## config.mk

```make
export PLATFORM = sky130hd
export DESIGN_NAME = playback_ctrl
export DESIGN_NICKNAME = d
export VERILOG_FILES = /design/src/rtl/playback_pkg.sv /design/src/rtl/key_debounce.sv /design/src/rtl/playback_ctrl.sv
export SDC_FILE = /design/constraint.sdc
export NUM_CORES = 1
export LEC_CHECK = 0
export BUFFER_PORTS_ARGS = -buffer_cell sky130_fd_sc_hd__buf_2
export CORE_UTILIZATION = 56
export CTS_CLUSTER_DIAMETER = 60
export DETAILED_ROUTE_END_ITERATION = 8
export GPL_ROUTABILITY_DRIVEN = 0
export PLACE_DENSITY_LB_ADDON = 0.25
export SETUP_SLACK_MARGIN = 0.4
export SYNTH_ARGS = -nofsm -noshare
export SYNTH_HDL_FRONTEND = slang
export SYNTH_HIERARCHICAL = 1
export SYNTH_SLANG_ARGS = --single-unit
```

## constraint.sdc

```tcl
create_clock -name Clk -period 1.8 [get_ports Clk]
set_input_delay 0.09 -clock Clk [delete_from_list [all_inputs] [get_ports Clk]]
set_output_delay 0.09 -clock Clk [all_outputs]
set_load 0.005 [all_outputs]
```

## src/rtl/playback_pkg.sv

```systemverilog
// rtl/playback_pkg.sv - shared controller state type for playback_ctrl
// Purpose : holds the playback FSM state enum used by the top level.
// Ports   : none (package).
package playback_pkg;

    typedef enum logic [1:0] {
        ST_STOP   = 2'd0,
        ST_PLAY   = 2'd1,
        ST_PAUSE  = 2'd2,
        ST_SWITCH = 2'd3
    } state_t;

endpackage

```

## src/rtl/key_debounce.sv

```systemverilog
// rtl/key_debounce.sv - synchronizer, debouncer and press-event pulse for one key
// Purpose : turns a raw active-low key into a one-cycle press event.
// Ports   : i_clk   - system clock
//           i_rst   - asynchronous active-high reset
//           i_key_n - raw active-low key, asynchronous to i_clk
//           o_press - one-cycle pulse on debounced 1->0 transition
module key_debounce #(
    parameter logic [19:0] DEB_CYCLES = 20'd500000
) (
    input  logic i_clk,
    input  logic i_rst,
    input  logic i_key_n,
    output logic o_press
);

    localparam int CW = $clog2(32'(DEB_CYCLES) + 32'd1);
    localparam logic [CW-1:0] C_LAST = CW'(32'(DEB_CYCLES) - 32'd1);

    logic          r_sync1;
    logic          r_sync2;
    logic          r_v1;
    logic          r_v2;
    logic          r_armed;
    logic          r_level;
    logic          r_press;
    logic [CW-1:0] r_cnt;

    logic w_differs;
    logic w_flip;

    assign w_differs = (r_sync2 != r_level);
    assign w_flip    = w_differs && (r_cnt == C_LAST);
    assign o_press   = r_press;

    always_ff @(posedge i_clk or posedge i_rst) begin
        if (i_rst) begin
            r_sync1 <= 1'b1;
            r_sync2 <= 1'b1;
            r_v1    <= 1'b0;
            r_v2    <= 1'b0;
            r_armed <= 1'b0;
            r_level <= 1'b1;
            r_press <= 1'b0;
            r_cnt   <= '0;
        end else begin
            r_sync1 <= i_key_n;
            r_sync2 <= r_sync1;
            // r_v2 marks when r_sync2 holds a real key sample rather than
            // the reset-primed value; only a real released sample arms the
            // key, so a key held down through reset gives no event.
            r_v1    <= 1'b1;
            r_v2    <= r_v1;
            if (r_v2 && r_sync2) begin
                r_armed <= 1'b1;
            end
            r_press <= 1'b0;
            if (!w_differs) begin
                r_cnt <= '0;
            end else if (w_flip) begin
                r_cnt   <= '0;
                r_level <= r_sync2;
                r_press <= r_armed && !r_sync2;
            end else if (r_cnt != C_LAST) begin
                r_cnt <= r_cnt + 1'b1;
            end
        end
    end

endmodule

```

## src/rtl/playback_ctrl.sv

```systemverilog
// rtl/playback_ctrl.sv - play/pause/fast/next control FSM for the audio player
// Purpose : debounces three keys and runs the STOP/PLAY/PAUSE/SWITCH FSM.
// Ports   : Clk, Reset (async active-high)
//           key_play_n, key_fast_n, key_next_n - raw active-low keys
//           song_done  - end-of-song pulse from audio path
//           RW         - playing flag
//           Fast       - double-speed flag
//           SecondSong - song select
//           song_start - one-cycle restart pulse to audio path
module playback_ctrl
    import playback_pkg::*;
#(
    parameter logic [19:0] DEB_CYCLES = 20'd500000
) (
    input  logic Clk,
    input  logic Reset,
    input  logic key_play_n,
    input  logic key_fast_n,
    input  logic key_next_n,
    input  logic song_done,
    output logic RW,
    output logic Fast,
    output logic SecondSong,
    output logic song_start
);

    logic   w_play_ev;
    logic   w_fast_ev;
    logic   w_next_ev;

    state_t r_state;
    logic   r_rw;
    logic   r_fast;
    logic   r_second;
    logic   r_start;

    key_debounce #(.DEB_CYCLES(DEB_CYCLES)) u_deb_play (
        .i_clk   (Clk),
        .i_rst   (Reset),
        .i_key_n (key_play_n),
        .o_press (w_play_ev)
    );

    key_debounce #(.DEB_CYCLES(DEB_CYCLES)) u_deb_fast (
        .i_clk   (Clk),
        .i_rst   (Reset),
        .i_key_n (key_fast_n),
        .o_press (w_fast_ev)
    );

    key_debounce #(.DEB_CYCLES(DEB_CYCLES)) u_deb_next (
        .i_clk   (Clk),
        .i_rst   (Reset),
        .i_key_n (key_next_n),
        .o_press (w_next_ev)
    );

    assign RW         = r_rw;
    assign Fast       = r_fast;
    assign SecondSong = r_second;
    assign song_start = r_start;

    // Priority inside each state: next > song_done > play > fast. Losing
    // events are dropped because they are single-cycle pulses.
    always_ff @(posedge Clk or posedge Reset) begin
        if (Reset) begin
            r_state  <= ST_STOP;
            r_rw     <= 1'b0;
            r_fast   <= 1'b0;
            r_second <= 1'b0;
            r_start  <= 1'b0;
        end else begin
            r_start <= 1'b0;
            case (r_state)
                ST_STOP: begin
                    if (w_next_ev) begin
                        r_state <= ST_SWITCH;
                        r_rw    <= 1'b0;
                    end else if (w_play_ev) begin
                        r_state <= ST_PLAY;
                        r_rw    <= 1'b1;
                        r_start <= 1'b1;
                    end
                end
                ST_PLAY: begin
                    if (w_next_ev || song_done) begin
                        r_state <= ST_SWITCH;
                        r_rw    <= 1'b0;
                    end else if (w_play_ev) begin
                        r_state <= ST_PAUSE;
                        r_rw    <= 1'b0;
                    end else if (w_fast_ev) begin
                        r_fast <= ~r_fast;
                    end
                end
                ST_PAUSE: begin
                    if (w_next_ev) begin
                        r_state <= ST_SWITCH;
                    end else if (w_play_ev) begin
                        r_state <= ST_PLAY;
                        r_rw    <= 1'b1;
                    end
                end
                ST_SWITCH: begin
                    r_second <= ~r_second;
                    r_fast   <= 1'b0;
                    r_start  <= 1'b1;
                    r_state  <= ST_PLAY;
                    r_rw     <= 1'b1;
                end
                default: begin
                    r_state <= ST_STOP;
                    r_rw    <= 1'b0;
                end
            endcase
        end
    end

endmodule

```

==> results of run 1 <==
synth_stat cells (all sizes together) (4+ instances only):
master | count | area share [%]
nand2 | 25 | 2.3
buf | 6 | 0.75
dfrtp | 75 | 47
a21oi | 8 | 1.0
nor4 | 19 | 3.4
dfstp | 9 | 5.9
nand4 | 21 | 4.2
nand3 | 12 | 1.5
xnor2 | 36 | 7.8
nor2 | 59 | 5.5
and3 | 4 | 0.62
xor2 | 13 | 2.8
or4 | 6 | 1.4
nor4b | 6 | 1.8
nor3 | 12 | 1.5
inv | 12 | 1.1
ha | 7 | 2.2
or3 | 4 | 0.62
stage by stage:
step	worst slack (ps)	utilization (%)	hold slack, ps	std cells	total power [W]
6_report	-1.39	77.1	116	554	0.00393
5_1_grt	-59.6	77.1	108	554	0.00412
4_1_cts	28.7	74.4	98.5	548	0.00389
3_5_place_dp	20.4	65.8	62.2	503	0.00247
3_3_place_gp	61.7	65.8	59.3	503	0.00246
2_1_floorplan	52.7	-	-119	373	0.00235
report_power, final:
| group | internal, W | leakage [nW] | switching [W] |
|---|---|---|---|
| Combinational | 0.000286 | 1.03 | 0.000286 |
| Sequential | 0.00197 | 1.08 | 0.0000638 |
| Clock | 0.000678 | 0.100 | 0.000651 |
flip-flops by register name (all words and copies together) (netlist names), 2 cells and up:
register and flops:
u_deb_next/r_cnt 19, u_deb_play/r_cnt 19, r_state 2, u_deb_fast/r_cnt 19
timing repair:
item                                    4_1_cts  5_1_grt
cloned                                        0        1
pin swaps                                    17       15
hold buffers                                  4        0
endpoints found under the setup margin       63       64
buffers inserted                             25        5
gates resized for setup                      43       38
endpoints found under the hold margin        68        0
layer usage:
layer | part of all wire, % | routed length, µm
met4 | 2.9 | 260
met3 | 3.8 | 334
met1 | 44 | 3910
met5 | 0 | 0
met2 | 49 | 4390
area by class of cell:
cell class | instances | area (µm²) | share of cell area, %
Tap cell | 96 | 120 | 2.27
Clock inverter | 4 | 48.8 | 0.921
Timing Repair Buffer | 78 | 622 | 11.7
Clock buffer | 12 | 145 | 2.74
Sequential cell | 84 | 2120 | 40.0
Inverter | 15 | 58.8 | 1.11
Multi-Input combinational cell | 265 | 2180 | 41.2
how the worst min path moves through the flow:
stage | start | endpoint
after detailed placement | Reset | r_state[1]
after global routing | song_done | r_state[0]
after floorplan | Reset | Fast
final | song_done | r_state[0]
after CTS | song_done | r_state[0]
after global placement | Reset | r_state[0]
worst max-delay path, cell delays in order (launching register included):
cell and delay (ps):
dfrtp_1 390, nor4b_2 280, nand4_1 180, or4_4 570, mux2_4 310
logic make-up (layout without fill, tap and decap cells):
family	after synthesis	count (layout)	synth area share [%]
multiplexers	6	6	1.87
AO/OA/AOI/OAI	25	25	5.54
other	3	3	0.280
XOR/XNOR	49	49	10.7
AND/OR/NAND/NOR	175	175	24.5
flip-flops	84	84	52.6
adder cells (fa/ha/maj)	7	7	2.18
buffers and inverters	24	109	2.43
==> flow_metrics.env, run 1 <==
export IMPL_h_tree_depth=3
export IMPL_dieArea_um2=7520
export IMPL_wl_um=8900
export IMPL_globalRouteOverflowTotal=0
export IMPL_drive_gt1_share_pct=40.4
export IMPL_rows=30
export IMPL_mostFrequentLayoutCells="dfrtp_1 (69), buf_4 (52), xnor2_1 (36)"
export IMPL_startpoint="u_deb_fast/r_cnt[14]"
export IMPL_syn2layout_area_growth_pct=31.7
export IMPL_reg2reg_slack_ps=-1
export IMPL_root_buffer="clkbuf_8"
export IMPL_cp_endpoint="u_deb_fast/r_level"
export IMPL_use_met1_pct=31.6
export IMPL_diodes=0
export IMPL_ir_worst_vdd_v=0.000526
export IMPL_fin_crit_sh_pct=100
export IMPL_vias=3152
export IMPL_grt_pass1_vias=3155
export IMPL_tightest_slew_ps=619
export IMPL_cp_start_kind="flip-flop"
export IMPL_status="finished, violations left"
export IMPL_grtUsageMet3_pct=4.76
export IMPL_maxSlewViolCount=0
export IMPL_hold_class="input pin to flip-flop"
export IMPL_fmax_ghz=0.555
export IMPL_p_leak_nw=2.22
export IMPL_gr_max_usage_layer="met2"
export IMPL_antenna_found_initial=0
export IMPL_final_hold_viol_count=0
export IMPL_synth_net_count=386
export IMPL_rsz0062_at_grt="yes"
export IMPL_n_fill_cell=409
export IMPL_slew_headroom_pct=58.7
export IMPL_ys_flop_type="dfrtp_1"
export IMPL_cts_made_buffers=9
export IMPL_post_drt_via_cell_ratio=5.69
export IMPL_grt_pass1_wl_um=14400
export IMPL_synth_edf_count=0
export IMPL_synth_cell_type_count=41
export IMPL_ys_ff_latch=84
export IMPL_crit_type="flip-flop to flip-flop"
export IMPL_fin_ws_ps=-1.39
export IMPL_grt_max_degree=27
export IMPL_initial_core_util_pct=58.5
export IMPL_clockBufferDepth=2
export IMPL_violations="setup timing"
export IMPL_nets=466
export IMPL_timing_rr_start="u_deb_fast/r_cnt[14]"
export IMPL_layout_commonest_cell="dfrtp_1"
export IMPL_endpoint_kind="flip-flop"
export IMPL_rr_endpoint="u_deb_fast/r_level"
export IMPL_die_h_um=86.7
export IMPL_cap_violations=0
export IMPL_die_w_um=86.7
export IMPL_tns_ps=-1.39
export IMPL_setup_violations=1
export IMPL_clkSlewWorstSetupHoldPaths_ps=80
export IMPL_crit_required_ps=2090
export IMPL_portBuffers=9
export IMPL_syn_cell_area_um2=4020
export IMPL_remaining_drc_errors=0
export IMPL_worstPathArrival_ps=2090
export IMPL_firstDrtPassIters=4
export IMPL_fin_worst_skew_ps=7.08
export IMPL_synthCells=373
export IMPL_async_flop_share_pct=100
export IMPL_drt_iter0_markers=179
export IMPL_powerDensity_nw_per_um2=742
export IMPL_postPlaceCellArea_um2=4520
export IMPL_clock_sinks=84
export IMPL_syn_avg_cell_area_um2=10.8
export IMPL_wl_per_cell_um=16.1
export IMPL_fin_crit_ps=1800
export IMPL_grt_usage_pct=25.0
export IMPL_synth_seq_area_share_pct=52.6
export IMPL_hold_depth=3
export IMPL_synth_warnings=6
export IMPL_gr_usage_met2_pct=40.9
export IMPL_worstPathMaxFanout=4
export IMPL_final_antenna_net_count=0
export IMPL_cts_tree="built"
export IMPL_dpl_hpwl_um=5500
export IMPL_stdcell_area_um2=5300
export IMPL_rr_worst_depth=4
export IMPL_clk_latency_ps=350
export IMPL_ioPinCount=10
export IMPL_coreArea_um2=6870
No activity file was read; power rests on OpenSTA's default activity.
==> run 2, diff against run 1 <==
- SKIP_LAST_GASP: unset -> 1
- SYNTH_HIERARCHICAL: 1 -> unset
==> flow_metrics.env, run 2 <==
export IMPL_tns_ps=-0.411
export IMPL_crit_required_ps=2050
export IMPL_crit_type="flip-flop to flip-flop"
export IMPL_synth_top_area_cell="dfrtp_1"
export IMPL_rsz0062_at_grt="yes"
export IMPL_dieArea_um2=7090
export IMPL_die_w_um=84.2
export IMPL_fin_crit_sh_pct=100
export IMPL_vias=3311
export IMPL_ys_flop_type="dfrtp_1"
export IMPL_worstPathMaxFanout=5
export IMPL_maxSlewViolCount=0
export IMPL_antenna_found_initial=0
export IMPL_grt_pass1_wl_um=16100
export IMPL_h_tree_depth=3
export IMPL_p_leak_nw=2.16
export IMPL_multi_input_area_um2=2110
export IMPL_drive_gt1_share_pct=43.9
export IMPL_wl_per_cell_um=18.7
export IMPL_cts_tree="built"
export IMPL_clkSlewWorstSetupHoldPaths_ps=80
export IMPL_firstDrtPassIters=6
export IMPL_die_h_um=84.2
export IMPL_cap_violations=0
export IMPL_endpoint_kind="flip-flop"
export IMPL_grt_usage_pct=29.3
export IMPL_final_hold_viol_count=0
export IMPL_diodes=0
export IMPL_wl_um=10200
export IMPL_drt_iter0_markers=227
export IMPL_fin_crit_ps=1800
export IMPL_setup_violations=1
export IMPL_fin_hold_ws_ps=94.1
export IMPL_synth_most_common_cell="dfrtp_1"
export IMPL_yosysTopAreaCellShare_pct=46.9
export IMPL_clk_latency_ps=360
export IMPL_async_flop_share_pct=100
export IMPL_syn2layout_area_growth_pct=41.8
export IMPL_synthCells=374
export IMPL_grt_pass1_vias=3350
export IMPL_syn_avg_cell_area_um2=10.1
export IMPL_ioPinCount=10
export IMPL_fin_ws_ps=-0.411
export IMPL_hold_class="input pin to flip-flop"
export IMPL_cts_made_buffers=9
export IMPL_register_area_um2=2030
export IMPL_layout_commonest_cell="dfrtp_1"
export IMPL_n_fill_cell=324
export IMPL_grt_max_degree=81
export IMPL_coreArea_um2=6420
export IMPL_portBuffers=9
export IMPL_powerDensity_nw_per_um2=706
export IMPL_final_antenna_net_count=0
export IMPL_top_regs="u_deb_fast.r_cnt (19), u_deb_next.r_cnt (19), u_deb_play.r_cnt (19)"
export IMPL_initial_core_util_pct=58.9
export IMPL_clockBufferDepth=2
export IMPL_synthTopCellsByCount="dfrtp_1 (71), nor2_1 (52), nand2_1 (22), nand3_1 (20), xnor2_1 (20)"
export IMPL_synth_net_count=387
export IMPL_globalRouteOverflowTotal=0
export IMPL_fmax_ghz=0.555
export IMPL_violations="DRC, setup timing"
export IMPL_fin_worst_skew_ps=8.09
export IMPL_synth_cell_type_count=44
export IMPL_synth_warnings=0
export IMPL_dpl_hpwl_um=4850
export IMPL_synth_seq_area_share_pct=53.2
export IMPL_clock_sinks=80
export IMPL_rows=29
export IMPL_synthTopCellsByArea="dfrtp_1 (47%), dfstp_2 (6.2%), nor2_1 (5.2%)"
export IMPL_syn_cell_area_um2=3780
export IMPL_remaining_drc_errors=2
export IMPL_post_drt_via_cell_ratio=6.09
export IMPL_mostFrequentLayoutCells="dfrtp_1 (61), buf_4 (49), nor2_1 (26)"
export IMPL_status="finished, violations left"
export IMPL_cp_start_kind="flip-flop"
export IMPL_synth_edf_count=0
export IMPL_ir_worst_vdd_v=0.000621
export IMPL_nets=475
export IMPL_root_buffer="clkbuf_8"
export IMPL_ys_ff_latch=80
export IMPL_worstPathArrival_ps=2050
[run 2: through the flow]
step                      utilization [%]  area (µm²)  worst slack [ps]  cells  power, W
after floorplan                         -        3930              6.34    374   0.00216
after global placement               65.9        4230              39.0    477   0.00227
after detailed placement             65.9        4230             -18.4    477   0.00228
after CTS                            79.8        5120              87.2    538   0.00373
after global routing                 83.6        5370             -15.3    544   0.00394
final                                83.6        5370            -0.411    544   0.00379
[run 2: critical path: stages (launching register included)]
cell	delay, ps
dfrtp_1	420
nor4b_4	310
nand4b_1	250
o31ai_4	320
buf_6	150
buf_12	100
buf_16	100
nor2_1	40
[run 2: final timing paths]
check	to	slack [ps]	cells past startpoint	from
max in group asynchronous	u_deb_next.r_sync2	1050	4	Reset
setup / recovery	u_deb_fast.r_cnt[8]	-0.4	7	u_deb_fast.r_cnt[11]
hold reg to reg	u_deb_fast.r_sync2	360	0	u_deb_fast.r_sync1
setup reg to reg	u_deb_fast.r_cnt[8]	-0.4	7	u_deb_fast.r_cnt[11]
min in group asynchronous	u_deb_next.r_cnt[16]	360	4	Reset
hold / removal	r_state[0]	90	3	song_done
[run 2: cell families (layout without fill, tap and decap cells)]
kind of cell / Yosys count / after routing / synth area share, %
AND/OR/NAND/NOR: 173 / 173 / 24.4
flip-flops: 80 / 80 / 53.2
AO/OA/AOI/OAI: 49 / 49 / 7.80
XOR/XNOR: 39 / 39 / 9.02
buffers and inverters: 22 / 115 / 2.31
adder cells (fa/ha/maj): 7 / 7 / 2.31
multiplexers: 3 / 3 / 0.892
other: 1 / 1 / 0.0991
[run 2: metal layers]
layer,vias up,track usage [%],wire (µm)
met4,0,14.7,317
met3,31,6.00,446
met5,-,0,0
li1,1500,-,-
met1,1683,36.8,4190
met2,97,48.6,5210
[run 2: layout make-up]
type	instances	share of cell area [%]
Clock inverter	5	1.05
Tap cell	77	1.79
Sequential cell	80	37.7
Multi-Input combinational cell	272	39.4
Clock buffer	11	2.63
Inverter	14	1.05
Timing Repair Buffer	85	16.3
[run 2: power breakdown]
group | total, W | leakage [nW] | switching [W] | internal, W
clock network | 0.00134 | 0.0993 | 0.000664 | 0.000677
registers | 0.00193 | 1.03 | 0.0000572 | 0.00187
logic | 0.000518 | 1.03 | 0.000250 | 0.000268
total | 0.00379 | 2.16 | 0.000971 | 0.00282
[run 2: timing repair]
item,in CTS,in global routing
setup endpoints to repair,64,66
hold buffers,4,0
endpoints found under the hold margin,74,0
buffers inserted,36,5
gates cloned,5,1
gates resized for setup,52,53
pin swaps,22,16
